<file path="config.mk">
export PLATFORM = sky130hd
export DESIGN_NAME = pim_ctrl
export DESIGN_NICKNAME = d
export VERILOG_FILES = /design/src/rtl/pim_ctrl.sv
export SDC_FILE = /design/constraint.sdc
export NUM_CORES = 1
export LEC_CHECK = 0
export BUFFER_PORTS_ARGS = -buffer_cell sky130_fd_sc_hd__buf_2
export CORE_MARGIN = 5
export CORE_UTILIZATION = 35
export DETAILED_ROUTE_END_ITERATION = 6
export PLACE_DENSITY = 0.62
export SETUP_SLACK_MARGIN = 0.4
export SYNTH_ARGS = -nofsm -noshare
export SYNTH_HDL_FRONTEND = slang
export SYNTH_SLANG_ARGS = --single-unit
</file>
<file path="constraint.sdc">
create_clock -name i_clk -period 2.6 [get_ports i_clk]
set_input_delay 0.65 -clock i_clk [delete_from_list [all_inputs] [get_ports i_clk]]
set_output_delay 0.65 -clock i_clk [all_outputs]
set_load 0.01 [all_outputs]
</file>
<file path="src/rtl/pim_ctrl.sv">
// pim_ctrl: memory-mapped sequencer for an analog PIM macro.
// Optional feature macro PIM_ACC_EN: accumulate-on-capture via CTRL bit1.
module pim_ctrl #(
  parameter int unsigned     XLEN             = 32,
  parameter int unsigned     N_WORDS          = 8,
  parameter int unsigned     CMP_LAT          = 4,
  parameter logic [XLEN-1:0] PIM_CTRL         = 32'h4000_0010,
  parameter logic [XLEN-1:0] PIM_R            = 32'h4000_0020,
  parameter logic [XLEN-1:0] PIM_W_WEIGHT     = 32'h4000_0040,
  parameter logic [XLEN-1:0] PIM_W_ACTIVATION = 32'h4000_0080,
  parameter logic [XLEN-1:0] PIM_W_KEY        = 32'h4000_0100,
  parameter logic [XLEN-1:0] PIM_W_VREF       = 32'h4000_0200,
  parameter logic [XLEN-1:0] PIM_W_MODE       = 32'h4000_0400
) (
  input  logic                       i_clk,
  input  logic                       i_rst_n,
  input  logic [XLEN-1:0]            i_pim_addr,
  input  logic [XLEN-1:0]            i_pim_wr_data,
  input  logic                       i_pim_write,
  input  logic                       i_pim_read,
  output logic [XLEN-1:0]            o_pim_rd_data,
  output logic                       o_busy,
  output logic                       o_done,
  output logic                       o_mac_we,
  output logic [$clog2(N_WORDS)-1:0] o_mac_row,
  output logic [31:0]                o_mac_wdata,
  output logic [31:0]                o_mac_act,
  output logic                       o_mac_cmp,
  output logic [31:0]                o_mac_key,
  output logic [31:0]                o_mac_vref,
  output logic [3:0]                 o_mac_mode,
  input  logic [31:0]                i_mac_res
);

  localparam int unsigned AW = $clog2(N_WORDS);
  localparam int unsigned SW = $clog2(CMP_LAT + 1);
  localparam logic [AW-1:0] LAST  = AW'(N_WORDS - 1);
  localparam logic [SW-1:0] SLAST = SW'(CMP_LAT);

  typedef enum logic [1:0] {
    S_IDLE, S_LOAD, S_COMP, S_DONE
  } state_t;

  state_t          state, state_n;
  logic [AW-1:0]   cnt, cnt_n;
  logic [SW-1:0]   sub, sub_n;
  logic [31:0]     wbuf [N_WORDS];
  logic [31:0]     abuf [N_WORDS];
  logic [31:0]     res  [N_WORDS];
  logic [AW-1:0]   wptr, aptr, rptr;
  logic            done_q;
  logic            idle, wr_ok, start, clr;
  logic            rd_r, rd_c, cap_en;
  logic [31:0]     wd, cap;
  logic [XLEN-1:0] status, rd_n;

  assign idle   = (state == S_IDLE);
  assign o_busy = !idle;
  assign wd     = i_pim_wr_data[31:0];
  assign wr_ok  = i_pim_write && idle;
  assign start  = wr_ok && (i_pim_addr == PIM_CTRL) && wd[0];
  assign clr    = wr_ok && (i_pim_addr == PIM_CTRL) && wd[2];
  assign rd_r   = i_pim_read && (i_pim_addr == PIM_R);
  assign rd_c   = i_pim_read && (i_pim_addr == PIM_CTRL);
  assign cap_en = (state == S_COMP) && (sub == SLAST);

`ifdef PIM_ACC_EN
  logic acc;
  always_ff @(posedge i_clk or negedge i_rst_n) begin
    if (!i_rst_n)   acc <= 1'b0;
    else if (start) acc <= wd[1];
  end
  assign cap = acc ? res[cnt] + i_mac_res : i_mac_res;
`else
  assign cap = i_mac_res;
`endif

  always_comb begin
    state_n = state;
    cnt_n   = cnt;
    sub_n   = sub;
    unique case (state)
      S_IDLE: if (start) begin
        state_n = S_LOAD;
        cnt_n   = '0;
      end
      S_LOAD: if (cnt == LAST) begin
        state_n = S_COMP;
        cnt_n   = '0;
        sub_n   = '0;
      end else begin
        cnt_n = cnt + 1'b1;
      end
      S_COMP: if (sub == SLAST) begin
        sub_n = '0;
        if (cnt == LAST) state_n = S_DONE;
        else             cnt_n   = cnt + 1'b1;
      end else begin
        sub_n = sub + 1'b1;
      end
      S_DONE:  state_n = S_IDLE;
      default: state_n = S_IDLE;
    endcase
  end

  always_comb begin
    status       = '0;
    status[11:8] = 4'(wptr);
    status[7:4]  = 4'(aptr);
    status[1]    = done_q;
    status[0]    = !idle;
  end

  always_comb begin
    rd_n = '0;
    unique case (1'b1)
      rd_r:    rd_n = XLEN'(res[rptr]);
      rd_c:    rd_n = status;
      default: rd_n = '0;
    endcase
  end

  always_ff @(posedge i_clk or negedge i_rst_n) begin
    if (!i_rst_n) begin
      state         <= S_IDLE;
      cnt           <= '0;
      sub           <= '0;
      wptr          <= '0;
      aptr          <= '0;
      rptr          <= '0;
      done_q        <= 1'b0;
      o_mac_key     <= '0;
      o_mac_vref    <= '0;
      o_mac_mode    <= '0;
      o_pim_rd_data <= '0;
      for (int i = 0; i < N_WORDS; i++) begin
        wbuf[i] <= '0;
        abuf[i] <= '0;
        res[i]  <= '0;
      end
    end else begin
      state <= state_n;
      cnt   <= cnt_n;
      sub   <= sub_n;
      if (wr_ok && i_pim_addr == PIM_W_WEIGHT) begin
        wbuf[wptr] <= wd;
        wptr       <= wptr + 1'b1;
      end
      if (wr_ok && i_pim_addr == PIM_W_ACTIVATION) begin
        abuf[aptr] <= wd;
        aptr       <= aptr + 1'b1;
      end
      if (wr_ok && i_pim_addr == PIM_W_KEY)  o_mac_key  <= wd;
      if (wr_ok && i_pim_addr == PIM_W_VREF) o_mac_vref <= wd;
      if (wr_ok && i_pim_addr == PIM_W_MODE) o_mac_mode <= wd[3:0];
      if (cap_en) res[cnt] <= cap;
      if (i_pim_read) o_pim_rd_data <= rd_n;
      // the write wins the read pointer when both land together
      if (start || clr)  rptr <= '0;
      else if (rd_r)     rptr <= rptr + 1'b1;
      if (state_n == S_DONE) done_q <= 1'b1;
      else if (start)        done_q <= 1'b0;
      if (clr) begin
        wptr <= '0;
        aptr <= '0;
`ifdef PIM_ACC_EN
        for (int i = 0; i < N_WORDS; i++) res[i] <= '0;
`endif
      end
    end
  end

  always_ff @(posedge i_clk or negedge i_rst_n) begin
    if (!i_rst_n) begin
      o_mac_we    <= 1'b0;
      o_mac_row   <= '0;
      o_mac_wdata <= '0;
      o_mac_act   <= '0;
      o_mac_cmp   <= 1'b0;
      o_done      <= 1'b0;
    end else begin
      o_mac_we    <= (state_n == S_LOAD);
      o_mac_row   <= (state_n == S_LOAD) ? cnt_n : '0;
      o_mac_wdata <= (state_n == S_LOAD) ? wbuf[cnt_n] : '0;
      o_mac_act   <= (state_n == S_COMP) ? abuf[cnt_n] : '0;
      o_mac_cmp   <= (state_n == S_COMP) && (sub_n == '0);
      o_done      <= (state_n == S_DONE);
    end
  end

endmodule

</file>
==> Word-level counts from Yosys, hierarchy flattened <==
Index checks and enable logic that the tools add are counted.
{ "classes": {"bitwise": 5, "order_cmp": 8, "n_reduce_logical": 24, "eq_ne": 15, "mux": 43, "n_addsub": 5} }
{ "op_table": {"columns": ["op", "count"], "rows": [
  ["$bwmux 256", 3],
  ["$mux 32", 11],
  ["$bmux 32 s3", 3],
  ["$demux 32 s3", 3],
  ["$eq 32x31->1 const B", 7],
  ["$pmux 32 s2", 1],
  ["$mux 3", 13],
  ["$ge 4x4->1 const B", 5],
  ["$not 3->4", 5],
  ["$logic_and 1x1->1", 16],
  ["$add 3x1->3 const B", 5],
  ["$lt 4x1->1 const B", 3],
  ["$pmux 3 s3", 1],
  ["$eq 2x2->1 const B", 4],
  ["$mux 2", 4],
  ["$pmux 2 s4", 1],
  ["$reduce_bool 2->1", 4],
  ["$eq 3x3->1 const B", 2],
  ["$pmux 3 s2", 1],
  ["$eq 2x1->1 const B", 2],
  ["$logic_not 3->1", 1],
  ["$logic_not 2->1", 1],
  ["$mux 1", 2],
  ["$logic_not 1->1", 1],
  ["$logic_or 1x1->1", 1]
]} }
{ "word_totals": {"wordCells": 141, "ff_bits": 956} }

==> Depth between registers and ports, before layout <==
{ "logic_depth": {"ltp_word": 11, "ltp_mapped": 13} }

==> Worst setup path before layout <==
Ideal clock, no wire load.
{ "synth_timing": {"path_kind": "in2reg", "from": "input port i_pim_addr[13]", "to": "register wbuf[10] in the netlist's numbering", "cell_stages": 7, "required_time_ns": 2.475, "t_arrival_ns": 3.022, "setup_ns": 0.125, "slack_ns": -0.547, "path_cell_list": "or4_4 > nor4_4 > nor4b_4 > nand3_2 > nor3_1 > buf_2 > mux2_2"} }
{ "synth_via": {"elab_chain_len": 2} }
{ "synth_rtl": {"columns": ["element", "line_no", "source"], "rows": [
  ["start, declared", "17", "input logic [XLEN-1:0] i_pim_addr,"],
  ["$eq 32x31->1", "145", "if (wr_ok && i_pim_addr == PIM_W_WEIGHT) begin"],
  ["$logic_and 1x1->1", "145", null],
  ["end signal, assigned by index", "146", "wbuf[wptr] <= wd;"],
  ["end, declared", "47", "logic [31:0] wbuf [N_WORDS];"]
]} }
No other way between the ends.
A chain may end at the register's enable or synchronous reset.

==> Worst setup path after layout <==
{ "layout_timing": {"from": "input port i_pim_addr[13]", "to": "register abuf[133] in the netlist's numbering"} }
{ "layout_via": {"elab_chain_len": 2} }
{ "layout_rtl": {"columns": ["element", "line_no", "source"], "rows": [
  ["$eq 32x31->1", "149", "if (wr_ok && i_pim_addr == PIM_W_ACTIVATION) begin"],
  ["$logic_and 1x1->1", "149", null],
  ["end signal, assigned by index", "150", "abuf[aptr] <= wd;"],
  ["end, declared", "48", "logic [31:0] abuf [N_WORDS];"]
]} }
No other way between the ends.

==> metrics.md <==
| Metric | Value |
|---|---|
| H-tree depth | `3` |
| Top cell type's share of synthesized area | `57.7%` |
| Via count | `29200` |
| Placed cell areas | `47000 µm²` |
| CP required | `3.21 ns` |
| Total GRT Usage | `20.0%` |
| Static leakage | `27.5 nW` |
| Final Hold Fails | `0` |
| Initial antenna violation count | `12` |
| Total gr overflow | `0` |
| VDD IR max | `0.567 mV` |
| Slew headroom | `58.1%` |
| Post-Place Cells | `4840` |
| Post-Layout Cell Count | `5274` |
| Main synth FF type | `dfrtp_1` |
| Slew @ Worst Pin | `0.629 ns` |
| Worst Setup Start Kind | `primary input` |
| RePlAce Congestion | `0.795` |
| P&R area growth vs syn | `40.2%` |
| Power per standard cell area | `536 nW/µm²` |
| DRC errors left | `0` |
| Layout Skew | `0.0723 ns` |
| Final Util | `49.3%` |
| Yosys reg bits | `956` |
| Failing checks | `setup timing` |
| Starting density of the core | `35.2%` |
| Max-cap violation count | `0` |
| Avg Cell Area, Syn | `13.7 µm²` |
| Die height | `354 µm` |
| Per-cell routed wire length | `27.3 µm` |
| # IOs | `271` |
| Core area | `118000 µm²` |
| First-pass GRT wire length | `193 mm` |
| Cell accounting for the most synthesized area | `dfrtp_1` |
| Async S/R FF share, synth | `100%` |
| Finished Cell Area | `58200 µm²` |
| Clk Tree Root Cell | `clkbuf_16` |
| Critical path type | `in -> reg` |
| Final period utilization | `111%` |
| Die X-Extent | `354 µm` |
| Total negative slack | `-55.27 ns` |
| Clock Path Buffers | `3` |
| Top post-synthesis cells by area | `dfrtp_1, mux2_2, mux4_2, nand2_1, mux2i_1` |
| CTS clk-pin slew, worst paths | `0.06 ns` |
| RSZ-0062 raised after global routing | `true` |
| Clock net sink count | `956` |
| Final nets | `3768` |
| Layout cell share with drive strength beyond 1 | `57.0%` |
| Largest net degree at the start of global routing | `79` |
| EDFF count, synth | `0` |
| Dpl hpwl | `73.6 mm` |
| Cell Area, Synth | `41500 µm²` |
| CTS tree | `done` |
| Final min period | `2.87 ns` |
| Antenna viol nets, final | `0` |
| Die area | `126000 µm²` |
| Via density | `5.53` |
| Post-synthesis sequential area ratio | `57.7%` |
| YS warnings | `0` |
| WP data arrival | `3.48 ns` |
| Mapped Cells | `3032` |
| Setup-failing EPs final | `490` |
| Worst-Skew Late Latency | `0.72 ns` |
| Unique masters post-synth | `62` |
| Routed WL | `144 mm` |
| Hold Path Class | `in -> reg` |
| Post-synthesis net count | `3146` |
| Vias in the first global route | `29300` |
| Site Rows | `126` |
| Setup ws final | `-0.275 ns` |
| Fillers | `9744` |
| Pins Over Slew Limit | `0` |
| Critical path fanouts, max | `8` |
| Max Clock Freq | `348 MHz` |
| Drt pass-1 iters | `7` |
| # port buffers | `270` |
| Setup crit end kind | `flip-flop` |
| Status | `finished with violations` |
| CTS Buf Count | `103` |
| Iter 0 DRT Violations | `2110` |
worst paths after layout:
kind	from	end	slack [ns]	depth (start not counted)
setup / recovery	i_pim_addr[13]	abuf[133]$_DFFE_PN0P_	-0.27	13
hold / removal	i_mac_res[10]	res[42]$_DFFE_PN0P_	0.26	2
setup reg to reg	state[0]$_DFF_PN0_	abuf[133]$_DFFE_PN0P_	-0.24	14
hold reg to reg	o_mac_vref[1]$_DFFE_PN0P_	o_mac_vref[1]$_DFFE_PN0P_	0.50	1
max in group asynchronous	i_rst_n	wbuf[189]$_DFFE_PN0P_	1.15	4
min in group asynchronous	i_rst_n	o_mac_vref[4]$_DFFE_PN0P_	0.47	2
routing by layer:
layer	share of wire, %	track usage, %	vias up	wire length (µm)
li1	-	-	12200	-
met1	41	27.0	15500	58900
met2	46	32.6	1107	66500
met3	8.2	4.82	320	11800
met4	4.7	5.53	8	6730
met5	0.032	0	-	46
layout by cell type, fill, tap and decap left out, types with 64 or more instances in the layout:
master     netlist  layout
mux4_2          64      64
dfrtp_1        956     953
mux2_2         835     489
clkbuf_16        0     136
buf_12           0     124
nand2_1        248     238
mux2i_1         68      65
mux2_4           0     347
buf_6            3      71
buf_2           42     267
buf_4            2     189
timing repair:
item	in CTS	in global routing
setup buffers	91	68
setup endpoints to repair	903	921
pin swaps	111	83
gates cloned	42	43
hold buffers	1	0
hold endpoints to repair	19	0
resized for setup	396	526
critical path, cell delays in order:
cell	delay, ns
buf_6	0.09
or4_4	0.58
buf_6	0.15
nor4_4	0.28
buf_4	0.17
buf_6	0.09
nand2_4	0.05
nor3_4	0.19
nand2_2	0.14
nor3b_4	0.32
buf_4	0.21
buf_6	0.21
mux2_2	0.35
kinds of logic (layout without fill, tap and decap cells):
group                      Yosys count  after routing  synth area share, %
other                                0              5                    0
muxes                              968            968                 27.8
adders and majority gates           14             14                0.422
AOI/OAI and AO/OA                  357            357                 6.06
buffers and inverters              275            973                 2.69
xor gates and xnor gates             6              6                0.127
DFF                                956            956                 57.7
and+or+nand+nor                    456            459                 5.23
area by class of cell:
class	count	area [µm²]	area share, %
Sequential cell	956	23900	41.1
Multi-Input combinational cell	1804	20100	34.6
Timing Repair Buffer	749	8480	14.6
Clock buffer	148	3020	5.19
Tap cell	1536	1920	3.30
Clock inverter	36	527	0.905
Inverter	39	161	0.277
Antenna cell	5	12.5	0.0215
Timing Repair inverter	1	11.3	0.0194
synthesized netlist by cell type (37+ instances only):
master,instances
mux4_2,64
nor2_1,40
dfrtp_1,956
a21oi_1,114
buf_1,38
mux2i_1,68
nand2_1,248
buf_2,42
inv_1,37
nand3_1,39
mux2_2,835
clkbuf_1,150
power breakdown:
| part | total (mW) | internal [mW] | switching [mW] |
|---|---|---|---|
| logic | 0.913 | 0.239 | 0.674 |
| registers | 14.9 | 14.9 | 0.0166 |
| clock network | 15.3 | 8.89 | 6.42 |
| total | 31.2 | 24.0 | 7.11 |
state kept, by name (all words and copies together) (netlist names):
signal,flops
o_mac_act,32
rptr,3
res,256
o_mac_mode,4
o_mac_cmp,1
o_done,1
abuf,256
o_mac_vref,32
o_mac_row,3
o_mac_we,1
aptr,3
wbuf,256
o_mac_wdata,32
wptr,3
sub,3
o_pim_rd_data,32
cnt,3
state,2
done_q,1
o_mac_key,32
per-stage QoR:
stage          worst slack [ns]  total power, mW  hold slack (ns)
3_3_place_gp              -1.49             16.1            0.473
6_report                 -0.275             31.2            0.260
3_5_place_dp              -1.46             16.1            0.479
5_1_grt                  -0.323             32.1            0.235
2_1_floorplan            -0.524             15.4            0.354
4_1_cts                  -0.150             31.4            0.214
Note: power is estimated with default switching activity, not from simulation.
